[config.mk]
export PLATFORM = sky130hd
export DESIGN_NAME = serial_add_controller_flat
export DESIGN_NICKNAME = d
export VERILOG_FILES = /design/src/rtl/serial_add_controller_if.sv /design/src/rtl/serial_add_controller.sv /design/src/flat_wrapper.sv
export SDC_FILE = /design/constraint.sdc
export NUM_CORES = 1
export LEC_CHECK = 0
export ABC_AREA = 1
export BUFFER_PORTS_ARGS = -buffer_cell sky130_fd_sc_hd__buf_2
export CORE_MARGIN = 4
export CORE_UTILIZATION = 45
export DETAILED_ROUTE_END_ITERATION = 8
export PLACE_DENSITY_LB_ADDON = 0.15
export SETUP_SLACK_MARGIN = 0.2
export SLEW_MARGIN = 10
export SYNTH_ARGS = -nofsm -noshare
export SYNTH_HDL_FRONTEND = slang
export SYNTH_SLANG_ARGS = --single-unit
[constraint.sdc]
create_clock -name clock -period 1.95 [get_ports clock]
set_clock_uncertainty 0.2 [all_clocks]
set_input_delay 0.0975 -clock clock [delete_from_list [all_inputs] [get_ports clock]]
set_output_delay 0.0975 -clock clock [all_outputs]
set_load 0.02 [all_outputs]
[src/rtl/serial_add_controller_if.sv]
// Handshake and result bundle for serial_add_controller.
// The requester drives start/operands; the controller returns status and result.
interface serial_add_controller_if #(
    parameter int unsigned WIDTH = 8
);
    logic             start;
    logic [WIDTH-1:0] a;
    logic [WIDTH-1:0] b;
    logic             cin;
    logic             ready;
    logic             busy;
    logic [WIDTH-1:0] sum;
    logic             cout;
    logic             done;

    modport master (
        output start, a, b, cin,
        input  ready, busy, sum, cout, done
    );

    modport slave (
        input  start, a, b, cin,
        output ready, busy, sum, cout, done
    );
endinterface

[src/rtl/serial_add_controller.sv]
// Bit-serial WIDTH-bit adder built around one registered full-adder slice.
// Operands are consumed LSB-first, one bit per clock, with the carry fed back.
module serial_add_controller #(
    parameter int unsigned WIDTH = 8
) (
    input  logic                      clock,
    input  logic                      reset,
    serial_add_controller_if.slave    bus
);
    localparam int unsigned CW = (WIDTH > 1) ? $clog2(WIDTH) : 1;

    typedef enum logic [1:0] {
        IDLE = 2'd0,
        RUN  = 2'd1,
        DONE = 2'd2
    } state_t;

    state_t           state;
    state_t           state_nx;

    logic [WIDTH-1:0] sa;
    logic [WIDTH-1:0] sb;
    logic [WIDTH-1:0] psum;
    logic [WIDTH-1:0] psum_nx;
    logic [CW-1:0]    cnt;
    logic             carry;
    logic [WIDTH-1:0] sum_r;
    logic             cout_r;

    logic             load;
    logic             step;
    logic             last;
    logic             fa_s;
    logic             fa_c;

    // Full-adder slice on the current LSBs; its sum bit enters the partial sum at the MSB.
    always_comb begin
        fa_s    = sa[0] ^ sb[0] ^ carry;
        fa_c    = (sa[0] & sb[0]) | (sa[0] & carry) | (sb[0] & carry);
        psum_nx = (psum >> 1) | (WIDTH'(fa_s) << (WIDTH - 1));
        last    = (cnt == CW'(WIDTH - 1));
    end

    always_comb begin
        state_nx = state;
        load     = 1'b0;
        step     = 1'b0;
        case (state)
            IDLE: begin
                if (bus.start) begin
                    load     = 1'b1;
                    state_nx = RUN;
                end
            end
            RUN: begin
                step = 1'b1;
                if (last) begin
                    state_nx = DONE;
                end
            end
            DONE:    state_nx = IDLE;
            default: state_nx = IDLE;
        endcase
    end

    always_ff @(posedge clock) begin
        if (reset) begin
            state <= IDLE;
        end else begin
            state <= state_nx;
        end
    end

    always_ff @(posedge clock) begin
        if (reset) begin
            sa     <= '0;
            sb     <= '0;
            psum   <= '0;
            cnt    <= '0;
            carry  <= 1'b0;
            sum_r  <= '0;
            cout_r <= 1'b0;
        end else if (load) begin
            sa    <= bus.a;
            sb    <= bus.b;
            carry <= bus.cin;
            cnt   <= '0;
        end else if (step) begin
            sa    <= sa >> 1;
            sb    <= sb >> 1;
            carry <= fa_c;
            psum  <= psum_nx;
            cnt   <= cnt + CW'(1);
            // Result registers only move on the final bit, so partial sums are never visible.
            if (last) begin
                sum_r  <= psum_nx;
                cout_r <= fa_c;
            end
        end
    end

    assign bus.ready = (state == IDLE);
    assign bus.busy  = (state != IDLE);
    assign bus.done  = (state == DONE);
    assign bus.sum   = sum_r;
    assign bus.cout  = cout_r;
endmodule

[src/flat_wrapper.sv]
// flat-port wrapper written by rule: the top's interface ports become plain ports
module serial_add_controller_flat 
#(
    parameter int unsigned WIDTH = 8
)
  (clock, reset, bus_start, bus_a, bus_b, bus_cin, bus_ready, bus_busy, bus_sum, bus_cout, bus_done);
  serial_add_controller_if #(.WIDTH(WIDTH)) bus_i ();
  input  logic clock;
  input  logic reset;
  input wire logic [$bits(bus_i.start)-1:0] bus_start;
  input wire logic [$bits(bus_i.a)-1:0] bus_a;
  input wire logic [$bits(bus_i.b)-1:0] bus_b;
  input wire logic [$bits(bus_i.cin)-1:0] bus_cin;
  output wire logic [$bits(bus_i.ready)-1:0] bus_ready;
  output wire logic [$bits(bus_i.busy)-1:0] bus_busy;
  output wire logic [$bits(bus_i.sum)-1:0] bus_sum;
  output wire logic [$bits(bus_i.cout)-1:0] bus_cout;
  output wire logic [$bits(bus_i.done)-1:0] bus_done;
  assign bus_i.start = bus_start;
  assign bus_i.a = bus_a;
  assign bus_i.b = bus_b;
  assign bus_i.cin = bus_cin;
  assign bus_ready = bus_i.ready;
  assign bus_busy = bus_i.busy;
  assign bus_sum = bus_i.sum;
  assign bus_cout = bus_i.cout;
  assign bus_done = bus_i.done;
  serial_add_controller #(.WIDTH(WIDTH)) u_core (.clock(clock), .reset(reset), .bus(bus_i));
endmodule
==> impl_metrics.json <==
{
  "remaining_drc_errors": 0,
  "syn_nets": 261,
  "clock-sinks": 38,
  "gp_congestion": 0.7665,
  "cts_buffers": 5,
  "timing.hold.ws_ps": 142.6,
  "ys_warn_count": 0,
  "wl_per_cell_um": 10.54,
  "coreArea_um2": 3689,
  "dr.pass1.iters": 4,
  "vias": 1546,
  "die_x_um": 69.90,
  "powerDensity_nw_per_um2": 805.2,
  "wl_met3_um": 159,
  "cts-htree-levels": 2,
  "port_buffers": 31,
  "grt_overflow_total": 0,
  "fin_setup_tns_ps": 0,
  "ioPinCount": 32,
  "grt_setup_unrepaired": "no",
  "fin_nets": 308,
  "clock.fmax_mhz": 634.4,
  "grt_first_pass_wirelength_um": 6417,
  "dp_hpwl_um": 2438,
  "yosysSeqAreaShare_pct": 44.12,
  "slew_violations": 0,
  "antenna_left": 0,
  "grt_max_degree": 19,
  "dp_worst_setup_slack_ps": 401.8,
  "row_count": 22,
  "required_ps": 1650,
  "path_max_fanout": 14,
  "clk_pin_slew_ps": 70,
  "leakagePower_nw": 1.089,
  "wl_um": 3511,
  "grt_pass1_vias": 1473,
  "drv_cap": 0,
  "dpl_cell_area_um2": 1883,
  "cp-end-kind": "output port",
  "grtUsageTotal_pct": 15.90,
  "highest_layer": "met4",
  "cts_root_buf": "clkbuf_8",
  "crit_type": "reg2out",
  "yosysTopAreaCell": "dfxtp_1",
  "cts_tree": "built",
  "cp.arrival_ps": 1280,
  "slew-limit-headroom_pct": 67.09,
  "syn2layout_area_growth_pct": 26.20,
  "die_area_um2": 4886,
  "die_y_um": 69.90,
  "synthTopCellsByArea": "dfxtp_1, nand2_1, nand3_1, nor2_1, a21oi_1",
  "period_share_pct": 80.84,
  "vias_per_cell": 4.643,
  "antennaDiodeCount": 0,
  "hold_path_class": "in2reg",
  "setup_ws_ps": 373.7,
  "final_area_um2": 2176,
  "startpoint_type": "flop",
  "synth.avg_cell_area_um2": 7.244,
  "clockBufferDepth": 2,
  "max-vdd-ir-drop_mv": 0.4376,
  "status": "finished, final reports clean",
  "initial_utilization_pct": 46.74,
  "drt-met1-wl_um": 1689,
  "ys_types": 23,
  "cts.repair.resized": 0,
  "synth_area_um2": 1724,
  "setup_viol": 0,
  "clock_latency_ps": 290,
  "syn-instance-count": 238,
  "drtIter0Drc": 70,
  "worstMarginPinSlew_ps": 493.2,
  "dr_wl_met2_um": 1619,
  "period_needed_ps": 1576,
  "grt_antenna_before_repair": 0,
  "hold_violations": 0,
  "drive_gt1_share_pct": 17.89,
  "synth_top_area_share_pct": 44.12,
  "ys_ff_latch": 38
}
## placed cells by master, fill, tap and decap left out, types with 2 or more instances in the layout
cell and n:
nand2_1 60, dfxtp_1 38, buf_2 31, nand3_1 30, nor2_1 29, inv_1 23
a21oi_1 18, dlygate4sd3_1 18, o21ai_0 13, clkbuf_8 6, buf_4 4, a21oi_2 2
ha_1 2
## Yosys cell counts
cell / n
a21oi_1: 18
a21oi_2: 2
buf_2: 6
buf_4: 2
buf_6: 3
clkbuf_1: 2
dfxtp_1: 38
fa_1: 1
ha_1: 2
inv_1: 23
inv_2: 1
inv_4: 1
nand2_1: 60
nand2_2: 1
nand2_4: 1
nand3_1: 30
nor2_1: 29
nor2_4: 1
nor2_8: 1
o21ai_0: 13
o21ai_1: 1
o21ai_4: 1
xor2_1: 1
## sequential cells by signal, indices dropped and copies added (netlist names)
name and cells:
u_core.sa 8, u_core.bus.cout 1, u_core.state 2, u_core.cnt 3, u_core.sb 8, u_core.carry 1, u_core.psum 7, u_core.bus.sum 8
## repair_timing
item / 4_1_cts / 5_1_grt
buffers inserted: 0 / 0
endpoints found under the hold margin: 17 / 0
hold buffers: 18 / 0
## worst max-delay path, cell delays in order, from the launching register on
cell and delay [ps]:
dfxtp_1 510, buf_4 270, nor2_1 70, buf_2 160
## final cells by class
class | instances | area, um2
clock buffers | 6 | 82.58
well taps | 48 | 60.06
multi-input cells | 162 | 780.7
clock inverters | 1 | 30.03
inverters | 25 | 96.34
fillers | 347 | 1513
flip-flops and latches | 38 | 760.7
repair buffers | 53 | 365.4
## cell families (layout without fill, tap and decap cells)
kind of cell	after synthesis	in the layout	share of synthesized area [%]
flip-flops	38	38	44.12
buffers and inverters	38	85	10.59
adder cells (fa/ha/maj)	3	3	2.612
XOR/XNOR	1	1	0.5081
AO/OA/AOI/OAI	35	35	11.25
AND/OR/NAND/NOR	123	123	30.91
## layer usage
metal / vias to the layer above / GRT usage, %
met5: - / 0
met1: 673 / 20.57
met4: 0 / 3.830
met3: 7 / 5.180
li1: 839 / -
met2: 27 / 25.71
## stage by stage
stage | total power [W] | util (%) | cells
after global placement | 0.001069 | 51.05 | 308
after detailed placement | 0.001072 | 51.05 | 308
after global routing | 0.001833 | 58.99 | 333
final | 0.001752 | 58.99 | 333
after floorplan | 0.001023 | - | 238
after CTS | 0.001767 | 58.99 | 333
## report_power, final
group          internal (W)  leakage, nW  switching, W
combinational      0.000103        0.721      0.000127
clock              0.000409       0.0573      0.000264
sequential         0.000819        0.311     0.0000290
## worst paths after layout
kind | end | depth (start not counted) | slack (ps) | startpoint
max reg2reg | u_core.sb[7]$_SDFFE_PP0P_ | 4 | 380 | u_core.state[0]$_SDFFE_PP0P_
max | bus_done | 3 | 370 | u_core.state[0]$_SDFFE_PP0P_
min reg2reg | u_core.sb[6]$_SDFFE_PP0P_ | 2 | 270 | u_core.sb[6]$_SDFFE_PP0P_
min | u_core.sa[5]$_SDFFE_PP0P_ | 4 | 140 | bus_start
No activity file was read; power rests on OpenSTA's default activity.
